--- src/rtl/id_stage.sv ---
// MIPS-subset instruction decode stage with a one-entry ID/EX register.
// Uses a valid/ready handshake on both sides; flush discards the held entry and any incoming one.
module id_stage (
  input  logic        clk,
  input  logic        rst_n,
  input  logic        in_valid,
  output logic        in_ready,
  input  logic [31:0] instr,
  input  logic [31:0] rs_data,
  input  logic [31:0] rt_data,
  input  logic        flush,
  input  logic        out_ready,
  output logic        out_valid,
  output logic [2:0]  aluc,
  output logic [31:0] op_a,
  output logic [31:0] op_b,
  output logic [31:0] st_data,
  output logic [4:0]  rd_dst,
  output logic        reg_write,
  output logic        mem_read,
  output logic        mem_write,
  output logic        mem_to_reg,
  output logic        branch,
  output logic        illegal
);

  localparam logic [5:0] OP_RTYPE = 6'b000000;
  localparam logic [5:0] OP_ORI   = 6'b001101;
  localparam logic [5:0] OP_LW    = 6'b100011;
  localparam logic [5:0] OP_SW    = 6'b101011;
  localparam logic [5:0] OP_BEQ   = 6'b000100;

  localparam logic [5:0] FN_ADD   = 6'b100000;
  localparam logic [5:0] FN_ADDU  = 6'b100001;
  localparam logic [5:0] FN_SUB   = 6'b100010;
  localparam logic [5:0] FN_SUBU  = 6'b100011;
  localparam logic [5:0] FN_AND   = 6'b100100;
  localparam logic [5:0] FN_OR    = 6'b100101;

  localparam logic [2:0] ALU_ADD  = 3'b000;
  localparam logic [2:0] ALU_SUB  = 3'b001;
  localparam logic [2:0] ALU_OR   = 3'b010;
  localparam logic [2:0] ALU_AND  = 3'b011;

  logic [5:0]  opcode;
  logic [5:0]  funct;
  logic [31:0] imm_zext;
  logic [31:0] imm_sext;
  logic        load;

  logic [2:0]  aluc_next;
  logic [31:0] op_a_next;
  logic [31:0] op_b_next;
  logic [31:0] st_data_next;
  logic [4:0]  rd_dst_next;
  logic        reg_write_dec;
  logic        rtype_ok;
  logic [5:0]  ctrl_next;

  logic        out_valid_reg;
  logic [2:0]  aluc_reg;
  logic [31:0] op_a_reg;
  logic [31:0] op_b_reg;
  logic [31:0] st_data_reg;
  logic [4:0]  rd_dst_reg;
  // Control bits packed as {reg_write, mem_read, mem_write, mem_to_reg, branch, illegal}
  logic [5:0]  ctrl_reg;

  assign opcode   = instr[31:26];
  assign funct    = instr[5:0];
  assign imm_zext = {16'h0000, instr[15:0]};
  assign imm_sext = {{16{instr[15]}}, instr[15:0]};

  assign in_ready = !out_valid_reg || out_ready;
  assign load     = in_valid && in_ready && !flush;

  always_comb begin
    aluc_next     = ALU_ADD;
    op_a_next     = 32'h0;
    op_b_next     = 32'h0;
    st_data_next  = 32'h0;
    rd_dst_next   = 5'd0;
    reg_write_dec = 1'b0;
    rtype_ok      = 1'b0;
    ctrl_next     = 6'b000000;

    case (opcode)
      OP_RTYPE: begin
        if (instr == 32'h0000_0000) begin
          op_a_next = rs_data;
        end else begin
          rtype_ok = 1'b1;
          case (funct)
            FN_ADD, FN_ADDU: aluc_next = ALU_ADD;
            FN_SUB, FN_SUBU: aluc_next = ALU_SUB;
            FN_AND:          aluc_next = ALU_AND;
            FN_OR:           aluc_next = ALU_OR;
            default:         rtype_ok  = 1'b0;
          endcase
          if (rtype_ok) begin
            op_a_next     = rs_data;
            op_b_next     = rt_data;
            rd_dst_next   = instr[15:11];
            reg_write_dec = 1'b1;
          end else begin
            ctrl_next[0] = 1'b1;
          end
        end
      end
      OP_ORI: begin
        aluc_next     = ALU_OR;
        op_a_next     = rs_data;
        op_b_next     = imm_zext;
        rd_dst_next   = instr[20:16];
        reg_write_dec = 1'b1;
      end
      OP_LW: begin
        op_a_next     = rs_data;
        op_b_next     = imm_sext;
        rd_dst_next   = instr[20:16];
        reg_write_dec = 1'b1;
        ctrl_next[4]  = 1'b1;
        ctrl_next[2]  = 1'b1;
      end
      OP_SW: begin
        op_a_next    = rs_data;
        op_b_next    = imm_sext;
        st_data_next = rt_data;
        ctrl_next[3] = 1'b1;
      end
      OP_BEQ: begin
        aluc_next    = ALU_SUB;
        op_a_next    = rs_data;
        op_b_next    = rt_data;
        ctrl_next[1] = 1'b1;
      end
      default: ctrl_next[0] = 1'b1;
    endcase

    // Writes to $0 are architecturally discarded, so never request them.
    ctrl_next[5] = reg_write_dec && (rd_dst_next != 5'd0);
  end

  always_ff @(posedge clk or negedge rst_n) begin
    if (!rst_n) begin
      out_valid_reg <= 1'b0;
      aluc_reg      <= 3'b000;
      op_a_reg      <= 32'h0;
      op_b_reg      <= 32'h0;
      st_data_reg   <= 32'h0;
      rd_dst_reg    <= 5'd0;
      ctrl_reg      <= 6'b000000;
    end else if (flush) begin
      out_valid_reg <= 1'b0;
      ctrl_reg      <= 6'b000000;
    end else if (load) begin
      out_valid_reg <= 1'b1;
      aluc_reg      <= aluc_next;
      op_a_reg      <= op_a_next;
      op_b_reg      <= op_b_next;
      st_data_reg   <= st_data_next;
      rd_dst_reg    <= rd_dst_next;
      ctrl_reg      <= ctrl_next;
    end else if (out_ready) begin
      out_valid_reg <= 1'b0;
      ctrl_reg      <= 6'b000000;
    end
  end

  assign out_valid  = out_valid_reg;
  assign aluc       = aluc_reg;
  assign op_a       = op_a_reg;
  assign op_b       = op_b_reg;
  assign st_data    = st_data_reg;
  assign rd_dst     = rd_dst_reg;
  assign reg_write  = ctrl_reg[5];
  assign mem_read   = ctrl_reg[4];
  assign mem_write  = ctrl_reg[3];
  assign mem_to_reg = ctrl_reg[2];
  assign branch     = ctrl_reg[1];
  assign illegal    = ctrl_reg[0];

endmodule
--- config.mk ---
export PLATFORM = sky130hd
export DESIGN_NAME = id_stage
export DESIGN_NICKNAME = d
export VERILOG_FILES = /design/src/rtl/id_stage.sv
export SDC_FILE = /design/constraint.sdc
export NUM_CORES = 1
export LEC_CHECK = 0
export CAP_MARGIN = 20
export CORE_MARGIN = 5
export CORE_UTILIZATION = 42
export DETAILED_ROUTE_END_ITERATION = 10
export GPL_TIMING_DRIVEN = 0
export PLACE_DENSITY_LB_ADDON = 0.15
export SYNTH_ARGS = -nofsm -noshare
export SYNTH_HDL_FRONTEND = slang
export SYNTH_SLANG_ARGS = --single-unit
--- constraint.sdc ---
create_clock -name clk -period 1.88 [get_ports clk]
set_clock_uncertainty 0.05 [all_clocks]
set_input_delay 0.188 -clock clk [delete_from_list [all_inputs] [get_ports clk]]
set_output_delay 0.188 -clock clk [all_outputs]
set_load 0.02 [all_outputs]
==> results of run 1 <==
-- through the flow --
step	std cells	total power, mW	area [sq um]
finish	781	5.380	7569
detailed placement	761	3.566	7188
global placement	760	3.541	7163
global route	781	5.571	7569
CTS	777	5.389	7496
floorplan	407	2.964	4882
-- kinds of logic after synthesis --
logic type / after synthesis / share of synthesized area, %
buffers and inverters: 41 / 5.023
muxes: 33 / 6.791
and+or+nand+nor: 69 / 7.868
other: 1 / 0.07681
AOI/OAI and AO/OA: 154 / 24.37
DFF: 109 / 55.87
-- critical path, cell delays in order --
cell	delay (ns)
clkdlybuf4s50_1	0.58
and4bb_1	0.24
o21a_1	0.20
buf_6	0.14
a211oi_4	0.24
buf_4	0.19
buf_6	0.18
a21oi_2	0.07
-- synth_stat cells, types with 2 or more instances --
library cell,n
a32oi_1,17
buf_2,16
mux2i_1,32
a22o_1,38
clkbuf_1,11
a21o_1,6
nor2_1,7
o21a_1,2
a21oi_2,30
nand4bb_1,2
nand2b_1,4
dfrtp_1,109
buf_6,7
o31ai_1,2
a31oi_1,17
o21ai_1,32
nand2_1,35
buf_4,5
and4_1,2
nor4_1,3
a21oi_1,3
nor2b_1,2
-- power groups by stage --
stage	registers (mW)	clock network (mW)	logic [mW]
global placement	2.55	0	0.994
floorplan	2.68	0	0.286
CTS	2.51	1.86	1.02
finish	2.50	1.85	1.03
detailed placement	2.55	0	1.02
global route	2.52	1.95	1.10
-- final cells by class --
| class | count | share of cell area, % |
|---|---|---|
| Timing Repair Buffer | 216 | 28.62 |
| Antenna cell | 1 | 0.03306 |
| Inverter | 2 | 0.09919 |
| Buffer | 37 | 3.406 |
| Tap cell | 143 | 2.364 |
| Multi-Input combinational cell | 257 | 25.67 |
| Clock buffer | 10 | 3.158 |
| Clock inverter | 6 | 0.6117 |
| Sequential cell | 109 | 36.04 |
-- path summary, 6_finish.rpt --
kind / to / slack [ns] / cells after the start
worst max-delay path: op_a[11] / 0.04 / 8
worst min-delay path: ctrl_reg[1] / 0.22 / 2
worst max register to register: st_data[29] / 0.11 / 7
worst min register to register: op_b[6] / 0.44 / 2
max in group asynchronous: op_a[15] / 0.71 / 3
min in group asynchronous: st_data[27] / 0.33 / 2
-- metal layers --
metal  vias up  global-route usage, %  part of all wire [%]
met5         -                      0                     0
met4         0                  7.168                   1.8
met3        23                  6.151                   7.7
met2       179                  35.11                    48
met1      2166                  29.92                    43
li1       1976                      -                     -
-- repair_timing --
action,4_1_cts,5_1_grt
hold buffers,1,0
gates resized for setup,8,19
setup buffers,0,3
gates cloned,0,1
setup endpoints to repair,57,89
pin swaps,0,1
endpoints found under the hold margin,41,0
==> reports/results.ini, run 1 <==
[global_route]
grt_max_degree=69
first_global_vias=4551
wire_length_of_the_first_global_routing_pass_microns=25090
grt_use_total_pct=22.29
grt_overflow=0
initial_antenna_violation_count=1

[setup_path]
critical_path_arrival_ns=2.03
rr_startpoint=out_valid
timing.critical_path.required_ns=2.06
critPathKind=primary input to register
timing.critical_path.from_type=primary input
crit_path_end_kind=register
cp-startpoint=instr[31]
crit_path_max_fanout=10

[placement]
place_ws_ns=-0.3908
placement.io_buffers=210
detailedPlacementHpwl_microns=11770
place.gp.congestion=0.8313

[pwr]
seq_power_share_pct=46.5
share_comb_of_total_power_pct=19.2
swShare_pct=27.30
cellInternalPower_mw=3.911
clock_power_share_pct=34.3
leakage_nw=3.316
power.ir.vdd_worst_uv=464.6
p_sw_mw=1.469
cellPowerDensity_nw_per_um2=710.9

[logic_synthesis]
share_of_the_synthesized_area_in_the_top_cell_type_pct=55.87
postSynthCellCount=407
synth_area_sq_um=4882
synth-edff-count=0
total_of_flip_flops_plus_latches_after_synthesis=109
syn-num-nets=508
flip_flop_cell_with_the_highest_count_after_synthesis=dfrtp_1
synth-seq-area-share_pct=55.87
synth_area_per_cell_sq_um=12.00
asyncSetResetFlopFracSynth_pct=100.0
library_cells_used_by_synthesis=47
netlist.top_cell.by_area=dfrtp_1
synth_area_leaders=dfrtp_1 (56%), a22o_1 (6.8%), mux2i_1 (6.6%)
yosys_synthesis_warning_count=0

[floorplanning]
horizontal_die_dimension_microns=117.8
core_area_sq_um=11420
design.die.area_sq_um=13880
starting_density_pct=42.76
die_height_microns=117.8
std_cell_rows=39
number_of_primary_i_o_pins=213

[sta]
max_clock_freq_ghz=0.5423
final_critical_path_setup_slack_ns=0.03591
tightestPinTransition_ns=0.8958
finalHoldViolCount=0
setup_tns_after_final_layout_ns=0
layout_min_cycle_time_ns=1.844
slew_violations=0
slew-limit-headroom_pct=39.92
finalSetupViolations=0
hold_slack_ns=0.2236
unrepaired_setup_endpoints_after_global_routing=yes
fin_crit_sh_pct=98.09

[finish]
drive_gt1_share_pct=15.86
area_used_by_multi_input_combinational_logic_sq_um=1943
number_of_filler_instances_in_the_final_layout=912
regArea_sq_um=2728
mostFrequentLayoutCell=clkdlybuf4s50_1
syn_to_layout_area_delta_pct=55.02
final_util_pct=66.28
most_frequent_cells_in_the_layout=clkdlybuf4s50_1 (207), dfrtp_1 (109), a22o_1 (38), nand2_1 (35)
design.final.nets=733

[cts]
clock_latency_ns=0.35
cts.root.buffer_cell=clkbuf_16
clock_tree_from_tritoncts=done
cts-buffers-inserted=9
cts.path.max_buffers=2
htree_levels=3
post_cts_clock_slew_at_the_launch_and_capture_registers_of_the_worst_setup_and_hold_paths_ns=0.07
clock_sink_count=109

[worst_hold_path]
min-delay-path-class=primary input to register
hold_path_startpoint=instr[28]

[detailed_routing]
wl_per_cell_microns=20.21
detailedRoute.firstIterationViolations=255
num_vias=4344
routed_via_density=5.562
antenna_violating_nets_post_route=0
drt_first_pass_iters=5
drt-total-wl_microns=15790
drt_drc_violations_left=0

[run_status]
run_status=complete, no violations

[run]
timing.max_cap.violations=0

(Power assumes the default switching activity.)
==> inputs of run 2 (changes only) <==
--- a/config.mk
+++ b/config.mk
@@ -7,10 +7,12 @@
 export LEC_CHECK = 0
 export CAP_MARGIN = 20
 export CORE_MARGIN = 5
-export CORE_UTILIZATION = 42
+export CORE_UTILIZATION = 46
+export CTS_CLUSTER_DIAMETER = 100
 export DETAILED_ROUTE_END_ITERATION = 10
 export GPL_TIMING_DRIVEN = 0
 export PLACE_DENSITY_LB_ADDON = 0.15
+export SETUP_SLACK_MARGIN = 0.15
 export SYNTH_ARGS = -nofsm -noshare
 export SYNTH_HDL_FRONTEND = slang
 export SYNTH_SLANG_ARGS = --single-unit
==> constraint.sdc (replaced) <==
create_clock -name clk -period 2.4 [get_ports clk]
set_clock_uncertainty 0.05 [all_clocks]
set_input_delay 0.24 -clock clk [delete_from_list [all_inputs] [get_ports clk]]
set_output_delay 0.24 -clock clk [all_outputs]
set_load 0.02 [all_outputs]
==> reports/results.ini, run 2 (synthesis gave the netlist of run 1 again) <==
[sta]
finalHoldViolCount=0  ; unchanged
fin_crit_sh_pct=83.25
unrepaired_setup_endpoints_after_global_routing=no  ; was yes
tightestPinTransition_ns=0.9407  ; was 0.8958 ns
slew_violations=0  ; unchanged
layout_min_cycle_time_ns=1.998
slew-limit-headroom_pct=36.91  ; was 39.92%
hold_slack_ns=0.2108  ; was 0.2236 ns
finalSetupViolations=0  ; unchanged
max_clock_freq_ghz=0.5005

[floorplanning]
horizontal_die_dimension_microns=113.0  ; was 117.8 microns
core_area_sq_um=10320  ; was 11420 sq um
die_height_microns=113.0  ; was 117.8 microns
design.die.area_sq_um=12770  ; was 13880 sq um
std_cell_rows=37  ; was 39
starting_density_pct=47.29  ; was 42.76%
number_of_primary_i_o_pins=213  ; unchanged

[global_route]
grt_use_met3_pct=5.936  ; was 6.151%
met2_usage_pct=39.34  ; was 35.11%
fraction_of_met1_tracks_used_by_global_routing_pct=30.07  ; was 29.92%
initial_antenna_violation_count=0  ; was 1
grt_max_degree=57  ; was 69
grt_use_total_pct=23.71  ; was 22.29%
first_global_vias=4560  ; was 4551
grt_busiest_layer=met2  ; unchanged
grt_overflow=0  ; unchanged
wire_length_of_the_first_global_routing_pass_microns=24130  ; was 25090 microns

[pwr]
leakage_nw=3.208  ; was 3.316 nW
power.ir.vdd_worst_uv=266.7  ; was 464.6 uV
cellPowerDensity_nw_per_um2=521.7  ; was 710.9 nW/um^2

[cts]
postCtsSetupRepairBufs=0  ; unchanged
cts-buffers-inserted=9  ; unchanged
cts.root.buffer_cell=clkbuf_8  ; was clkbuf_16
clock_tree_from_tritoncts=done  ; unchanged
clock_latency_ns=0.37  ; was 0.35 ns
cts.path.max_buffers=2  ; unchanged
clock_sink_count=109  ; unchanged
post_cts_clock_slew_at_the_launch_and_capture_registers_of_the_worst_setup_and_hold_paths_ns=0.10  ; was 0.07 ns
cts_resized=0  ; was 8
htree_levels=3  ; unchanged

[placement]
dp.cells=754  ; was 761
placement.io_buffers=210  ; unchanged
place.gp.congestion=0.8123  ; was 0.8313
detailedPlacementHpwl_microns=11620  ; was 11770 microns

[detailed_routing]
drt_drc_violations_left=0  ; unchanged
drt-total-wl_microns=14990  ; was 15790 microns
detailedRoute.firstIterationViolations=196  ; was 255
antenna_violating_nets_post_route=0  ; unchanged
routed_via_density=5.547  ; was 5.562
drt_first_pass_iters=4  ; was 5
wl_per_cell_microns=19.44  ; was 20.21 microns
num_vias=4277  ; was 4344

[setup_path]
timing.critical_path.required_ns=2.11  ; was 2.06 ns
timing.critical_path.from_type=register  ; was primary input
critical_path_arrival_ns=1.71  ; was 2.03 ns
critPathKind=register to output port  ; was primary input to register
crit_path_max_fanout=4  ; was 10
crit_path_end_kind=output port  ; was register

[run]
timing.max_cap.violations=0  ; unchanged

[finish]
antenna_cells_inserted=0  ; was 1
design.final.nets=731  ; was 733
instances_no_fill=771  ; was 781
most_frequent_cells_in_the_layout=clkdlybuf4s50_1 (209), dfrtp_1 (109), a22o_1 (38), nand2_1 (35)  ; was clkdlybuf4s50_1 (207), dfrtp_1 (109), a22o_1 (38), nand2_1 (35)
drive_gt1_share_pct=13.39  ; was 15.86%
mostFrequentLayoutCell=clkdlybuf4s50_1  ; unchanged
syn_to_layout_area_delta_pct=51.18  ; was 55.02%
final_util_pct=71.49  ; was 66.28%

[run_status]
run_status=complete, no violations  ; unchanged

[worst_hold_path]
min-delay-path-class=primary input to register  ; unchanged

[run 2: per-layer routing]
metal	wire, microns	part of all wire (%)
met5	0	0
met4	328	2.2
met3	1197	8.0
met2	7314	49
met1	6148	41
[run 2: critical path, cell delays in order, from the launching register on]
cell	delay, ns
dfrtp_1	0.40
and2b_1	0.24
inv_2	0.09
clkdlybuf4s50_1	0.62
[run 2: final cells by class]
class                      instances  area [sq um]
fill                             766          2943
sequential                       109          2728
timing repair buffer             212          2137
multi-input combinational        257          1909
buffer                            39         237.7
tap                              136         170.2
clock buffer                      10         127.6
clock inverter                     6         63.81
inverter                           2         7.507
[run 2: power by group]
part	leakage (nW)	total, mW	internal [mW]	switching, mW
Clock	0.0923	1.10	0.482	0.621
Combinational	1.63	0.788	0.396	0.392
Sequential	1.49	1.96	1.92	0.0435
[run 2: stage by stage]
step | setup TNS [ns] | area [sq um] | setup WS, ns | power [mW]
floorplan | 0 | 4882 | 0.5952 | 2.322
global placement | -328.71 | 7154 | -3.023 | 2.766
detailed placement | 0 | 7179 | 0.07067 | 2.787
CTS | 0 | 7381 | 0.3734 | 3.876
global route | 0 | 7381 | 0.2759 | 4.013
finish | 0 | 7381 | 0.4021 | 3.850
[run 2: worst paths after layout]
kind	cells after the start	endpoint	from	slack, ns
setup / recovery	3	in_ready	out_valid	0.40
hold / removal	2	ctrl_reg[1]	instr[28]	0.21
setup reg to reg	6	st_data[7]	out_valid	0.44
hold reg to reg	1	ctrl_reg[3]	ctrl_reg[3]	0.44
max in group asynchronous	3	st_data[15]	rst_n	1.18
min in group asynchronous	2	st_data[26]	rst_n	0.40
[run 2: timing repair]
item                       4_1_cts  5_1_grt
setup endpoints to repair        0        0
hold buffers                     1        0
hold endpoints to repair        53        0
==> inputs of run 3 (changes only) <==
--- a/config.mk
+++ b/config.mk
@@ -7,7 +7,7 @@
 export LEC_CHECK = 0
 export CAP_MARGIN = 20
 export CORE_MARGIN = 5
-export CORE_UTILIZATION = 46
+export CORE_UTILIZATION = 42
 export CTS_CLUSTER_DIAMETER = 100
 export DETAILED_ROUTE_END_ITERATION = 10
 export GPL_TIMING_DRIVEN = 0
==> constraint.sdc (replaced) <==
create_clock -name clk -period 1.85 [get_ports clk]
set_clock_uncertainty 0.05 [all_clocks]
set_input_delay 0.185 -clock clk [delete_from_list [all_inputs] [get_ports clk]]
set_output_delay 0.185 -clock clk [all_outputs]
set_load 0.02 [all_outputs]
==> reports/results.ini, run 3 (synthesis gave the netlist of run 1 again) <==
[run_status]
run_status=complete, no violations  ; unchanged

[setup_path]
rr_endpoint=op_a[13]  ; was st_data[7]
critical_path_arrival_ns=1.85  ; was 1.71 ns
timing.critical_path.required_ns=2.02  ; was 2.11 ns
rr_startpoint=out_valid  ; unchanged
critPathKind=register to register  ; was register to output port
reg2regPathDepth=8  ; was 6
crit_path_max_fanout=8  ; was 4
reg2reg_setup_slack_ns=0.17  ; was 0.44 ns
crit_path_end_kind=register  ; was output port
timing.critical_path.from_type=register  ; unchanged

[pwr]
power.ir.vdd_worst_uv=393.4  ; was 266.7 uV
seq_power_share_pct=46.7  ; was 50.9%
swShare_pct=26.69  ; was 27.44%
cellInternalPower_mw=3.991  ; was 2.794 mW
p_sw_mw=1.453  ; was 1.056 mW
clock_power_share_pct=33.1  ; was 28.6%
cellPowerDensity_nw_per_um2=689.6  ; was 521.7 nW/um^2
leakage_nw=3.495  ; was 3.208 nW
share_comb_of_total_power_pct=20.2  ; was 20.5%

[sta]
setup_tns_after_final_layout_ns=0  ; unchanged
finalSetupViolations=0  ; unchanged
unrepaired_setup_endpoints_after_global_routing=yes  ; was no
slew-limit-headroom_pct=56.85  ; was 36.91%
max_clock_freq_ghz=0.5958
fin_crit_sh_pct=90.73
layout_min_cycle_time_ns=1.679
final_critical_path_setup_slack_ns=0.1715  ; was 0.4021 ns
tightestPinTransition_ns=0.6473  ; was 0.9407 ns
slew_violations=0  ; unchanged
finalHoldViolCount=0  ; unchanged

[cts]
htree_levels=3  ; unchanged
cts.root.buffer_cell=clkbuf_16  ; was clkbuf_8
clock_sink_count=109  ; unchanged
cts.path.max_buffers=2  ; unchanged
post_cts_clock_slew_at_the_launch_and_capture_registers_of_the_worst_setup_and_hold_paths_ns=0.07  ; was 0.10 ns
cts-buffers-inserted=9  ; unchanged
clock_latency_ns=0.34  ; was 0.37 ns
clock_tree_from_tritoncts=done  ; unchanged

[detailed_routing]
antenna_violating_nets_post_route=0  ; unchanged
routed_via_density=5.533  ; was 5.547
drt_drc_violations_left=0  ; unchanged
num_vias=4360  ; was 4277
drt-total-wl_microns=15830  ; was 14990 microns
detailedRoute.firstIterationViolations=225  ; was 196
wl_per_cell_microns=20.09  ; was 19.44 microns
drt_first_pass_iters=4  ; unchanged

[floorplanning]
design.die.area_sq_um=13880  ; was 12770 sq um
horizontal_die_dimension_microns=117.8  ; was 113.0 microns
die_height_microns=117.8  ; was 113.0 microns
std_cell_rows=39  ; was 37
number_of_primary_i_o_pins=213  ; unchanged
core_area_sq_um=11420  ; was 10320 sq um
starting_density_pct=42.76  ; was 47.29%

[finish]
final_util_pct=69.13  ; was 71.49%
number_of_filler_instances_in_the_final_layout=872  ; was 766
instances_no_fill=788  ; was 771
postLayoutCellArea_sq_um=7894  ; was 7381 sq um
drive_gt1_share_pct=18.29  ; was 13.39%
syn_to_layout_area_delta_pct=61.69  ; was 51.18%
mostFrequentLayoutCell=clkdlybuf4s50_1  ; unchanged
design.final.nets=743  ; was 731
antenna_cells_inserted=0  ; unchanged
most_frequent_cells_in_the_layout=clkdlybuf4s50_1 (194), dfrtp_1 (108), a22o_1 (38), nand2_1 (35), o21ai_1 (32)  ; was clkdlybuf4s50_1 (209), dfrtp_1 (109), a22o_1 (38), nand2_1 (35)

[global_route]
initial_antenna_violation_count=0  ; unchanged
grt_max_degree=63  ; was 57
wire_length_of_the_first_global_routing_pass_microns=24810  ; was 24130 microns
grt_use_total_pct=21.96  ; was 23.71%
grt_overflow=0  ; unchanged
first_global_vias=4628  ; was 4560

[run]
timing.max_cap.violations=0  ; unchanged

[placement]
dpl_cell_area_sq_um=7198  ; was 7179 sq um
dp.cells=761  ; was 754
place_ws_ns=-0.4213  ; was 0.07067 ns
placement.io_buffers=210  ; unchanged
detailedPlacementHpwl_microns=11500  ; was 11620 microns
place.gp.congestion=0.8475  ; was 0.8123

[worst_hold_path]
hold_path_startpoint=instr[12]  ; was instr[28]
hold-path-endpoint=rd_dst[1]  ; was ctrl_reg[1]
worstHoldPathCells=2  ; unchanged
min-delay-path-class=primary input to register  ; unchanged

## run 3: cell types whose count changed in the layout (fill, tap and decap cells not counted), moves of 8 or more
cell             before  now
clkbuf_16             0   12
clkbuf_8              9    1
dlygate4sd2_1         0    9
buf_12                0    8
clkdlybuf4s50_1     209  194
clkbuf_1             12    1
buf_2                16    5
clkbuf_2              0    8
## run 3: layout make-up
cell class                 count  area [sq um]  share of cell area [%]
multi-input combinational    257          2012                   25.49
timing repair buffer         224          2323                   29.43
clock inverter                 3         21.27                  0.2695
sequential                   109          2729                   34.57
buffer                        39         376.6                   4.771
tap                          143         178.9                   2.267
inverter                       2         10.01                  0.1268
clock buffer                  11         242.7                   3.075
## run 3: metrics by stage
| step | hold slack, ns | total power [mW] |
|---|---|---|
| floorplan | -0.1606 | 3.013 |
| global placement | 0.4120 | 3.591 |
| detailed placement | 0.1973 | 3.618 |
| CTS | 0.1703 | 5.403 |
| global route | 0.1753 | 5.639 |
| finish | 0.1678 | 5.444 |
## run 3: critical path, stage by stage (launching register included)
cell and delay (ns):
dfrtp_2 0.40, and2b_4 0.19, inv_4 0.06, nand2b_4 0.07, buf_8 0.15, a211oi_4 0.24
buf_12 0.18, clkbuf_16 0.15, a21oi_2 0.05
## run 3: worst max-delay path by stage
stage / start / depth (start not counted) / end / slack [ns]
finish: out_valid / 8 / op_a[13] / 0.17
global route: instr[26] / 7 / op_b[29] / 0.09
CTS: out_valid / 7 / op_a[27] / 0.12
detailed placement: out_ready / 7 / st_data[9] / -0.42
global placement: rst_n / 1 / out_valid / -4.00
floorplan: out_valid / 7 / op_a[16] / 0.15
## run 3: routing by layer
metal | part of all wire, % | GRT usage, %
met1 | 42 | 27.54
met2 | 50 | 37.16
met3 | 5.7 | 4.757
met4 | 2.3 | 8.244
met5 | 0 | 0
## run 3: what timing repair did
action                                  in CTS  in global routing
endpoints found under the setup margin     102                102
gates resized for setup                     39                 54
buffers inserted                             1                  6
gates cloned                                 1                  4
hold buffers                                 1                  0
pin swaps                                    0                 15
hold endpoints to repair                    47                  0
## run 3: power by group through the flow
stage	registers [mW]	clock network, mW	logic (mW)
after floorplan	2.72	0	0.292
after global placement	2.59	0	1.01
after detailed placement	2.59	0	1.03
after CTS	2.54	1.82	1.04
after global routing	2.56	1.91	1.17
final	2.54	1.80	1.10
